`src/rtl/pll_lock_supervisor.sv`:
```
// PLL reset/lock supervisor: drives the PLL reset, qualifies extlock, then releases per-channel resets staggered.
// Optional `define PLL_SUP_RELOCK_CNT_EN adds an 8-bit saturating lock-loss counter output (relock_cnt).
module pll_lock_supervisor #(
    parameter int NUM_CH         = 4,
    parameter int PLL_RST_CYCLES = 16,
    parameter int LOCK_TIMEOUT   = 24000,
    parameter int LOCK_STABLE    = 240,
    parameter int STAGGER        = 64,
    parameter int MAX_RETRY      = 3
) (
    input  logic                           refclk,
    input  logic                           reset,
    input  logic                           extlock,
    output logic                           pll_reset,
    output logic [NUM_CH-1:0]              ch_rst,
    output logic                           ready,
    output logic                           fail,
    output logic [$clog2(MAX_RETRY+1)-1:0] retry_cnt
`ifdef PLL_SUP_RELOCK_CNT_EN
    ,
    output logic [7:0]                     relock_cnt
`endif
);

    localparam int RC_W    = $clog2(MAX_RETRY + 1);
    localparam int SEQ_LEN = NUM_CH * STAGGER;
    localparam int T_A     = (PLL_RST_CYCLES > LOCK_TIMEOUT) ? PLL_RST_CYCLES : LOCK_TIMEOUT;
    localparam int T_B     = (T_A > LOCK_STABLE) ? T_A : LOCK_STABLE;
    localparam int T_MAX   = (T_B > SEQ_LEN) ? T_B : SEQ_LEN;
    localparam int TIMER_W = $clog2(T_MAX);
    localparam int IDX_W   = (NUM_CH > 1) ? $clog2(NUM_CH) : 1;

    localparam logic [TIMER_W-1:0] T_RST_LAST    = TIMER_W'(PLL_RST_CYCLES - 1);
    localparam logic [TIMER_W-1:0] T_LOCK_LAST   = TIMER_W'(LOCK_TIMEOUT - 1);
    localparam logic [TIMER_W-1:0] T_STABLE_LAST = TIMER_W'(LOCK_STABLE - 1);
    localparam logic [RC_W-1:0]    RETRY_LIMIT   = RC_W'(MAX_RETRY);
    localparam logic [IDX_W-1:0]   LAST_CH       = IDX_W'(NUM_CH - 1);

    typedef enum logic [2:0] {
        ST_RST_PLL,
        ST_WAIT_LOCK,
        ST_STABLE,
        ST_SEQ,
        ST_RUN,
        ST_FAIL
    } state_t;

    state_t              state_q, state_d;
    logic [TIMER_W-1:0]  timer_q, timer_d;
    logic [IDX_W-1:0]    ch_idx_q, ch_idx_d;
    logic [RC_W-1:0]     retry_cnt_q, retry_cnt_d;
    logic                pll_reset_q, pll_reset_d;
    logic [NUM_CH-1:0]   ch_rst_q, ch_rst_d;
    logic                ready_q, ready_d;
    logic                fail_q, fail_d;
    logic                sync1_q, lock_s_q;
    logic                release_now;
    logic                lock_lost;
    logic [TIMER_W-1:0]  rel_target;

    // extlock is asynchronous to refclk: plain two-flop synchroniser
    always_ff @(posedge refclk or posedge reset) begin
        if (reset) begin
            sync1_q  <= 1'b0;
            lock_s_q <= 1'b0;
        end else begin
            sync1_q  <= extlock;
            lock_s_q <= sync1_q;
        end
    end

    always_ff @(posedge refclk or posedge reset) begin
        if (reset) begin
            state_q     <= ST_RST_PLL;
            timer_q     <= '0;
            ch_idx_q    <= '0;
            retry_cnt_q <= '0;
            pll_reset_q <= 1'b1;
            ch_rst_q    <= '1;
            ready_q     <= 1'b0;
            fail_q      <= 1'b0;
        end else begin
            state_q     <= state_d;
            timer_q     <= timer_d;
            ch_idx_q    <= ch_idx_d;
            retry_cnt_q <= retry_cnt_d;
            pll_reset_q <= pll_reset_d;
            ch_rst_q    <= ch_rst_d;
            ready_q     <= ready_d;
            fail_q      <= fail_d;
        end
    end

    always_comb begin
        state_d     = state_q;
        ch_idx_d    = ch_idx_q;
        retry_cnt_d = retry_cnt_q;
        release_now = 1'b0;
        lock_lost   = 1'b0;
        rel_target  = TIMER_W'((int'(ch_idx_q) + 1) * STAGGER - 1);
        case (state_q)
            ST_RST_PLL: begin
                if (timer_q == T_RST_LAST) state_d = ST_WAIT_LOCK;
            end
            ST_WAIT_LOCK: begin
                // a lock seen on the timeout cycle takes priority over the retry
                if (lock_s_q) begin
                    state_d = ST_STABLE;
                end else if (timer_q == T_LOCK_LAST) begin
                    retry_cnt_d = retry_cnt_q + RC_W'(1);
                    state_d     = (retry_cnt_d == RETRY_LIMIT) ? ST_FAIL : ST_RST_PLL;
                end
            end
            ST_STABLE: begin
                if (!lock_s_q) begin
                    state_d = ST_WAIT_LOCK;
                end else if (timer_q == T_STABLE_LAST) begin
                    state_d     = ST_SEQ;
                    retry_cnt_d = '0;
                    ch_idx_d    = '0;
                end
            end
            ST_SEQ: begin
                if (!lock_s_q) begin
                    lock_lost = 1'b1;
                    state_d   = ST_RST_PLL;
                end else if (timer_q == rel_target) begin
                    release_now = 1'b1;
                    if (ch_idx_q == LAST_CH) state_d = ST_RUN;
                    else                     ch_idx_d = ch_idx_q + IDX_W'(1);
                end
            end
            ST_RUN: begin
                if (!lock_s_q) begin
                    lock_lost = 1'b1;
                    state_d   = ST_RST_PLL;
                end
            end
            ST_FAIL: begin
                state_d = ST_FAIL;
            end
            default: begin
                state_d = ST_RST_PLL;
            end
        endcase

        // RUN and FAIL are open-ended, so the timer parks at zero there instead of wrapping
        if (state_d != state_q)                         timer_d = '0;
        else if (state_q == ST_RUN || state_q == ST_FAIL) timer_d = timer_q;
        else                                            timer_d = timer_q + TIMER_W'(1);
    end

    always_comb begin
        pll_reset_d = (state_d == ST_RST_PLL);
        ready_d     = (state_d == ST_RUN);
        fail_d      = (state_d == ST_FAIL);
        ch_rst_d    = '1;
        if (state_d == ST_SEQ || state_d == ST_RUN) begin
            ch_rst_d = ch_rst_q;
            if (release_now) ch_rst_d[ch_idx_q] = 1'b0;
        end
    end

`ifdef PLL_SUP_RELOCK_CNT_EN
    logic [7:0] relock_cnt_q, relock_cnt_d;

    always_comb begin
        relock_cnt_d = relock_cnt_q;
        if (lock_lost && relock_cnt_q != 8'hFF) relock_cnt_d = relock_cnt_q + 8'd1;
    end

    always_ff @(posedge refclk or posedge reset) begin
        if (reset) relock_cnt_q <= '0;
        else       relock_cnt_q <= relock_cnt_d;
    end

    assign relock_cnt = relock_cnt_q;
`endif

    assign pll_reset = pll_reset_q;
    assign ch_rst    = ch_rst_q;
    assign ready     = ready_q;
    assign fail      = fail_q;
    assign retry_cnt = retry_cnt_q;

endmodule

```
`config.mk`:
```
export PLATFORM = sky130hd
export DESIGN_NAME = pll_lock_supervisor
export DESIGN_NICKNAME = d
export VERILOG_FILES = /design/src/rtl/pll_lock_supervisor.sv
export SDC_FILE = /design/constraint.sdc
export NUM_CORES = 1
export LEC_CHECK = 0
export ABC_CLOCK_PERIOD_IN_PS = 4200
export BUFFER_PORTS_ARGS = -buffer_cell sky130_fd_sc_hd__buf_2
export CORE_MARGIN = 2
export CORE_UTILIZATION = 49
export CTS_CLUSTER_DIAMETER = 100
export DETAILED_ROUTE_END_ITERATION = 10
export GPL_TIMING_DRIVEN = 1
export PLACE_DENSITY = 0.76
export SETUP_SLACK_MARGIN = 0.05
export SLEW_MARGIN = 40
export SYNTH_ARGS = -nofsm -noshare
export SYNTH_HDL_FRONTEND = slang
export SYNTH_SLANG_ARGS = --single-unit
```
`constraint.sdc`:
```
create_clock -name refclk -period 4.2 [get_ports refclk]
set_input_delay 0.84 -clock refclk [delete_from_list [all_inputs] [get_ports refclk]]
set_output_delay 0.84 -clock refclk [all_outputs]
set_load 0.05 [all_outputs]
```
* Word-level counts from Yosys, hierarchy flattened
Cells that the tools add are included.
** Operators by class
- Add/subtract/negate cells :: 5
- Multiply operators :: 0
- Divide/modulo/power cells :: 0
- Magnitude comparators :: 2
- Eq/ne operators :: 24
- Shift operators :: 0
- Muxes and demuxes :: 29
- Bitwise operators :: 2
- Reduce and logical (&&, ||, !) cells :: 9
** Operators with widths (count)
- 2-to-1 mux 15 bit :: 2
- 2-to-1 mux 3 bit :: 10
- != test 2 bit, second input constant :: 9
- one-hot mux 3 bit (6 select lines) :: 1
- adder 15 x 1 -> 15 bit, second input constant :: 1
- == test 15 bit :: 1
- == test 15 bit, second input constant :: 1
- == test 15 x 4 -> 1 bit, second input constant :: 1
- == test 15 x 8 -> 1 bit, second input constant :: 1
- 2-to-1 mux 2 bit :: 7
- == test 3 bit, second input constant :: 4
- subtractor 9 x 1 -> 10 bit, second input constant :: 1
- == test 3 x 2 -> 1 bit, second input constant :: 3
- 2-to-1 mux 4 bit :: 2
- one-hot mux 2 bit (2 select lines) :: 2
- zero test 3 bit :: 2
- AND reduction 6 bit :: 1
- AND reduction 5 bit :: 1
- adder 2 x 1 -> 2 bit, second input constant :: 2
- AND 4 bit :: 1
- == test 2 bit, second input constant :: 2
- 2-to-1 mux 1 bit :: 4
- NOT 4 bit :: 1
- nonzero test 2 bit :: 2
- other kinds (8) :: 9
** Word-level totals
- Bits in registers :: 31
- Bits in latches :: 0
- Bits in writable memories :: 0
- Memory bits (read-only) :: 0
- Input bits :: 3
- Output and inout bits :: 9
- Logic and storage cells :: 81
- Memories :: 0

* Longest topological paths before layout
Gate-level depths: netlist of run 1.
- Depth in word-level cells :: 9
- Gate-level depth with buffers :: 9
- Mapped depth without buffers :: 8

* Worst setup path after synthesis of run 1
OpenSTA, ideal clock, no wires.
- Kind :: register to register
- Start point :: reg retry_cnt_q[0], in the netlist retry_cnt[0]
- End point :: reg ch_rst_q[0], in the netlist ch_rst[0]
- Library setup time :: 0.059 ns
- Arrival time :: 1.959 ns
- Data required time :: 4.141 ns
- Setup slack :: 2.181 ns
- Cell stages (with the launch flop) :: 9
- Path buffers :: 0
- Clock period less this slack :: 2.019 ns
- Path through :: dfrtp_1 -> inv_1 -> ha_1 -> nand2b_1 -> a211oi_1 -> a211oi_2 -> o211ai_2 -> mux2_4 -> a21bo_1
** Between the ends
- Word-level cells in the longest chain between the ends :: 9
- Elaborated cells on any way between the ends :: 11
- Classes of those cells :: 1 x add/sub; 4 x eq/ne; 5 x mux; 1 x reduce/logical
** Ends and longest elaborated chain
- start: declaration :: line 51 : logic [RC_W-1:0] retry_cnt_q, retry_cnt_d;
- start signal: assignment :: line 86 : retry_cnt_q <= retry_cnt_d;
- adder 2 x 1 -> 2 bit * :: line 110 : retry_cnt_d = retry_cnt_q + RC_W'(1);
- == test 2 bit * :: line 111 : state_d = (retry_cnt_d == RETRY_LIMIT) ? ST_FAIL : ST_RST_PLL;
- 2-to-1 mux 3 bit * :: line 111
- 2-to-1 mux 3 bit * :: line 109 : end else if (timer_q == T_LOCK_LAST) begin
- 2-to-1 mux 3 bit * :: line 107 : if (lock_s_q) begin
- one-hot mux 3 bit (6 select lines) * :: line 101 : case (state_q)
- via state_d[0] :: line 48 : state_t state_q, state_d;
- == test 3 x 2 -> 1 bit or == test 3 bit (tied branches) :: line 158 : if (state_d == ST_SEQ || state_d == ST_RUN) begin
- logical OR 1 bit * :: line 158
- != test 2 bit (no source line) or 2-to-1 mux 4 bit (tied branches)
- end signal: assignment :: line 88 : ch_rst_q <= ch_rst_d;
- end: declaration :: line 53 : logic [NUM_CH-1:0] ch_rst_q, ch_rst_d;
The timed path passes the listed nets; every way through them passes the cells marked *.
A chain may end at the register's enable or synchronous reset.

* Worst setup path in the final report of run 1
- Start point :: reg state_q[1]
- End point :: reg timer_q[5]
** Between the ends
- Word-level cells in the longest chain between the ends :: 6
- Elaborated cells on any way between the ends :: 20
- Classes of those cells :: 7 x eq/ne; 11 x mux; 2 x reduce/logical
** Ends and longest elaborated chain
- start: declaration :: line 48
- start signal: assignment :: line 83 : state_q <= state_d;
- 2-to-1 mux 3 bit :: line 129 : if (ch_idx_q == LAST_CH) state_d = ST_RUN;
- 2-to-1 mux 3 bit :: line 127 : end else if (timer_q == rel_target) begin
- 2-to-1 mux 3 bit :: line 124 : if (!lock_s_q) begin
- one-hot mux 3 bit (6 select lines) :: line 101
- != test 3 bit :: line 148 : if (state_d != state_q) timer_d = '0;
- != test 2 bit (no source line) or 2-to-1 mux 15 bit (tied branches)
- end signal: assignment :: line 84 : timer_q <= timer_d;
- end: declaration :: line 49 : logic [TIMER_W-1:0] timer_q, timer_d;
Several ways; a longest one is shown, not always the timed one.

==> metrics.txt, run 1 <==
die area=4132 um2; Avg Cell Area, Syn=approximately 9.7 um2; power density cells=around 400 nW/um2; FMAX=0.4308 GHz; Placer Congestion=between 0.8 and 0.9; largest net degree at the start of global routing=32; GRT overflow=0; clk sinks=31; worst setup margin=1.879 ns; Final Max Tran Viols=0; FF-to-FF End=timer_q[5]; Seq/Total Area, Yosys=43.92%; Total Nets Final=slightly above 200; Layout Skew=~0.011 ns; core area=around 3400 um2; Final Cell Area=between 1500 and 2000 um2; Routed Antenna Nets=0; peak supply drop=approximately 0.28 mV; die height=64.28 um; initial core utilization=between 50% and 60%; critical path class=reg2reg; reg2reg setup slack=approximately 1.9 ns; setup slack after placement=1.927 ns; Tmin final=approximately 2.3 ns; clock tree buffer depth=2; CTS tree=done; Placed Area=approximately 1900 um2; max-cap violations=0; placed cell count=236; setup bufs post-CTS=0; vias in the first global route=roughly 1400; routed vias/inst=between 5 and 6; Critical Path End Type=flip-flop; asr flop ratio synth=100.0%; drt wl/cell=~14 um; Mapped Cells=about 180; status=completed; crit share post-route=about 55%; final wirelength=roughly 3500 um; hold_buf cts=0; LEAKAGE=0.0008325 uW; Fin. Hold Viols=0; final non-filler cell total=244; num rows=21; IO Count=12; RSZ-0062 raised after global routing=false; r2r worst-path depth=6; Resized cells post-CTS=0; vias=1345; Most used DFF post-synth=dfrtp_1; YS warnings=0; DRC violations left=0; area grow syn2layout=8.082%; Hold Path Stages=0; hold slack=~0.36 ns; initial antenna violation count=0; relative slew slack=58.59%; worst path arrival time=approximately 2.5 ns; EDFF count, synth=0; Worst Setup Start Kind=flip-flop; Setup violations, final=0; Hold Crit Class=reg2reg; syn_nets=around 190; Clk Latency, worst-skew pair=roughly 0.35 ns; Synth Cell Area=approximately 1800 um2; layout cells sized above 1=roughly a fifth; hold endpoint=lock_s_q; clock transition at the registers of the reported paths=~0.10 ns; #FFs+latches synth=31; DPL Wire Length=around 2600 um; Distinct cells, synth=50; first-pass GRT wire length=6196 um; Worst R2R Start=state_q[1]; root buf cell=clkbuf_4; Crit path required time=4.42 ns; Setup TNS Final=0 ns; worst-path maximum fanout=14; GRT Total Usage=approximately a fifth; Slew @ Worst Pin=between 0.6 and 0.7 ns; Port Buf Inserts=11; Hold Startpoint=sync1_q; Die Span X=64.28 um; H-tree levels=2; antenna cell count=0; Pre-antenna DRT Iters=4; Num CTS Buffers=5; DRC marker count from the first detailed-route iteration=69
==> layout make-up <==
cell class | instances | area [um2]
fillers | 303 | 1491
repair buffers | 11 | 55.05
clock inverters | 3 | 20.02
clock buffers | 5 | 37.54
well taps | 46 | 57.56
flip-flops and latches | 31 | 782.0
multi-input cells | 137 | 930.9
inverters | 11 | 41.29
==> synthesized netlist by cell type, types with 2 or more instances <==
| master | instances | area, um2 |
|---|---|---|
| nor2b_1 | 2 | 12.51 |
| xor2_1 | 10 | 87.58 |
| nor3_1 | 7 | 35.03 |
| and3_1 | 2 | 12.51 |
| dfrtp_1 | 26 | 650.6 |
| nand4_1 | 4 | 25.02 |
| nor2_1 | 21 | 78.83 |
| buf_2 | 3 | 15.01 |
| nand2_1 | 21 | 78.83 |
| xnor2_1 | 7 | 61.31 |
| o211ai_1 | 2 | 15.01 |
| ha_1 | 7 | 87.58 |
| inv_1 | 10 | 37.54 |
| or2_2 | 2 | 12.51 |
| o21ai_0 | 9 | 45.04 |
| nor4_1 | 2 | 12.51 |
| dfstp_2 | 5 | 131.4 |
| nand2b_1 | 3 | 18.77 |
| nand3_1 | 10 | 50.05 |
==> critical path, stage by stage (launching register included) <==
cell      delay (ns)
dfrtp_1         0.59
nand4b_1        0.27
nand3b_1        0.30
o32ai_2         0.34
nor3_1          0.11
a21oi_2         0.47
nor2_1          0.12
==> layer usage <==
metal / wire (um) / track usage [%] / share of wire [%] / vias to the layer above
li1: - / - / - / 656
met1: 1616 / 25.00 / 46 / 649
met2: 1674 / 30.99 / 48 / 30
met3: 131 / 4.401 / 3.7 / 10
met4: 83 / 10.11 / 2.4 / 0
met5: 0 / 0 / 0 / -
==> sequential cells by signal (all words and copies together) (netlist names) <==
register and cells:
sync1_q 1, lock_s_q 1, retry_cnt 2, state_q 3
ch_idx_q 2, timer_q 15, fail 1, ch_rst 4
pll_reset 1, ready 1
==> power breakdown <==
part	leakage (uW)	total, uW	switching, uW	internal [uW]
Sequential	0.000404	386	51.4	335
Combinational	0.000401	203	125	78.1
Clock	0.0000272	172	108	63.7
Total	0.000833	761	284	477
==> logic make-up after synthesis <==
family                   Yosys count  share of synthesized area, %
flip-flops                        31                         43.92
buffers and inverters             16                         3.795
AO/OA/AOI/OAI                     21                         8.784
AND/OR/NAND/NOR                   89                         27.90
XOR/XNOR                          18                         9.276
multiplexers                       2                         1.405
adder cells (fa/ha/maj)            7                         4.919
==> cell usage in the layout, fill, tap and decap left out, types with 2 or more instances in the layout <==
master and count:
xnor2_1 7, nand4_1 4, clkbuf_4 5, nor4_1 2
and3_1 2, ha_1 7, nor2b_1 2, nand2_1 21
clkinvlp_4 2, inv_1 9, o211ai_1 2, dfrtp_1 26
or2_2 2, inv_2 2, nand2b_1 3, nand3_1 10
dfstp_2 5, xor2_1 10, nor2_1 21, o21ai_0 9
nor3_1 7, buf_2 11
==> worst max-delay path by stage <==
stage            startpoint           to  slack, ns  cells after the start
5_1_grt          state_q[1]   timer_q[1]       1.71                      6
3_3_place_gp     state_q[1]  timer_q[12]       2.00                      5
4_1_cts          state_q[1]   timer_q[5]       1.91                      6
2_1_floorplan  retry_cnt[0]    ch_rst[0]       2.18                      8
6_report         state_q[1]   timer_q[5]       1.88                      6
3_5_place_dp     state_q[1]   timer_q[3]       1.93                      6
==> through the flow <==
step / power, uW / utilization [%]
after floorplan: 554.8 / -
after global placement: 577.8 / 54.65
after detailed placement: 593.8 / 54.65
after CTS: 766.0 / 56.34
after global routing: 812.9 / 56.34
final: 761.0 / 56.34
Note: power is estimated with default switching activity, not from simulation.
==> inputs of run 2 (changes only) <==
ABC_CLOCK_PERIOD_IN_PS = 2450   (was 4200)
clock period = 2.45 ns   (was 4.2 ns; I/O delays follow)
==> metrics.txt, run 2 (same netlist as run 1, synthesis figures left out) <==
GRT overflow=0 (unchanged); setup slack after placement=0.1491 ns (was 1.927 ns); GRT busiest layer=met2 (unchanged); Largest Register=timer_q (unchanged); met1 GRT Util=23.84% (was 25.00%); final wirelength=3446 um (was 3506 um); Num CTS Buffers=5 (unchanged); most common cell after layout, fill and taps aside=dfrtp_1 (unchanged); Tmin final=2.169 ns (was 2.321 ns); relative slew slack=72.20% (was 58.59%); Hold Crit Class=in2async (was reg2reg); Layout Skew=0.01829 ns (was 0.01117 ns); die area=4132 um2 (unchanged); worst setup margin=0.2815 ns (was 1.879 ns); Clk Latency, worst-skew pair=0.34 ns (was 0.35 ns); GRT Total Usage=18.66% (was 19.56%); Die Span X=64.28 um (unchanged); Setup TNS Final=0 ns (unchanged); critical path, cell by cell=ha_1, and4_1, nand4_2, a211oi_2, o21ai_0, a21oi_4, nor2_1 (was nand4b_1, nand3b_1, o32ai_2, nor3_1, a21oi_2, nor2_1); Worst Setup Start Kind=flip-flop (unchanged); initial antenna violation count=0 (unchanged); vias=1348 (was 1345); num rows=21 (unchanged); met3 Track Usage GR=5.810% (was 4.401%); DRC violations left=0 (unchanged); Fin. Hold Viols=0 (unchanged); max-cap violations=0 (unchanged); largest net degree at the start of global routing=32 (unchanged); Critical-path top delay cell=dfrtp_1 (unchanged); Slowest Stage Delay on Critical Path=0.40 ns (was 0.59 ns); Placer Congestion=0.8789 (was 0.8772); area grow syn2layout=11.03% (was 8.082%); Core Util, Final=57.88% (was 56.34%); RSZ-0062 raised after global routing=false (unchanged); Crit path required time=2.65 ns (was 4.42 ns); first-pass GRT wire length=5899 um (was 6196 um); worst-path maximum fanout=12 (was 14); vias in the first global route=1286 (was 1361); clock tree buffer depth=2 (unchanged); most frequent cells in the layout=dfrtp_1 (25), nand2_1 (21), nor2_1 (21) (was dfrtp_1 (26), nand2_1 (21), nor2_1 (21)); layout cells sized above 1=20.50% (was 19.70%); Total Nets Final=209 (was 207); FMAX=0.4611 GHz (was 0.4308 GHz); Final Max Tran Viols=0 (unchanged); final non-filler cell total=246 (was 244); reg2reg setup slack=0.28 ns (was 1.88 ns); worst path arrival time=2.37 ns (was 2.54 ns); CTS tree=done (unchanged); initial core utilization=52.12% (unchanged); Slew @ Worst Pin=0.4139 ns (was 0.6202 ns); Port Buf Inserts=11 (unchanged); IO Count=12 (unchanged); die height=64.28 um (unchanged); Setup violations, final=0 (unchanged); Pre-antenna DRT Iters=4 (unchanged); peak supply drop=0.5741 mV (was 0.2822 mV); clock transition at the registers of the reported paths=0.11 ns (was 0.10 ns); hold slack=0.2093 ns (was 0.3564 ns); hold_buf cts=0 (unchanged); drt wl/cell=14.01 um (was 14.37 um); crit share post-route=88.51% (was 55.26%); placed cell count=238 (was 236); Routed Antenna Nets=0 (unchanged); core area=3416 um2 (unchanged); DRC marker count from the first detailed-route iteration=51 (was 69); status=completed (unchanged); max FFs per register=15 (unchanged); clk sinks=31 (unchanged); antenna cell count=0 (unchanged); power density cells=727.5 nW/um2 (was 395.5 nW/um2); critical path class=reg2reg (unchanged); H-tree levels=2 (unchanged); DPL Wire Length=2553 um (was 2616 um); LEAKAGE=0.0008648 uW (was 0.0008325 uW); routed vias/inst=5.480 (was 5.512); Critical Path End Type=flip-flop (unchanged); root buf cell=clkbuf_4 (unchanged); met2 Use GR=30.21% (was 30.99%)
run 2: cell type report:
type	count	area, um2
clock buffers	6	51.30
flip-flops and latches	31	783.3
repair buffers	13	70.07
clock inverters	2	35.03
fillers	323	1439
well taps	46	57.56
inverters	11	41.29
multi-input cells	137	938.4
run 2: worst max-delay path, delay by kind of cell, from the launching register on:
| family | cells | cell delay (ns) |
|---|---|---|
| DFF | 1 | 0.40 |
| and+or+nand+nor | 3 | 0.56 |
| AOI/OAI and AO/OA | 3 | 0.84 |
| adders and majority gates | 1 | 0.23 |
run 2: path summary, 6_finish.rpt:
kind,from,end,cells past startpoint
worst max-delay path,timer_q[0],timer_q[10],7
min in group refclk,extlock,sync1_q,1
max in group asynchronous,reset,pll_reset,3
worst min-delay path,reset,ready,3
worst max register to register,timer_q[0],timer_q[10],7
worst min register to register,sync1_q,lock_s_q,0
run 2: where the power goes:
group / switching [uW] / internal (uW) / total (uW)
Combinational: 218 / 143 / 362
Sequential: 86.1 / 575 / 661
Clock: 175 / 241 / 416
run 2: routing by layer:
layer / wire length (um) / part of all wire, % / vias up
li1: - / - / 660
met2: 1691 / 49 / 19
met5: 0 / 0 / -
met4: 51 / 1.5 / 0
met3: 122 / 3.5 / 6
met1: 1580 / 46 / 663
run 2: metrics by stage:
stage / cell area [um2] / total power (uW)
6_report: 1977 / 1438
3_3_place_gp: 1882 / 997.5
3_5_place_dp: 1882 / 1013
2_1_floorplan: 1780 / 951.1
5_1_grt: 1977 / 1536
4_1_cts: 1968 / 1436
run 2: repair_timing:
item,CTS,global route
gates resized for setup,0,2
endpoints found under the setup margin,0,12
buffers inserted,0,0
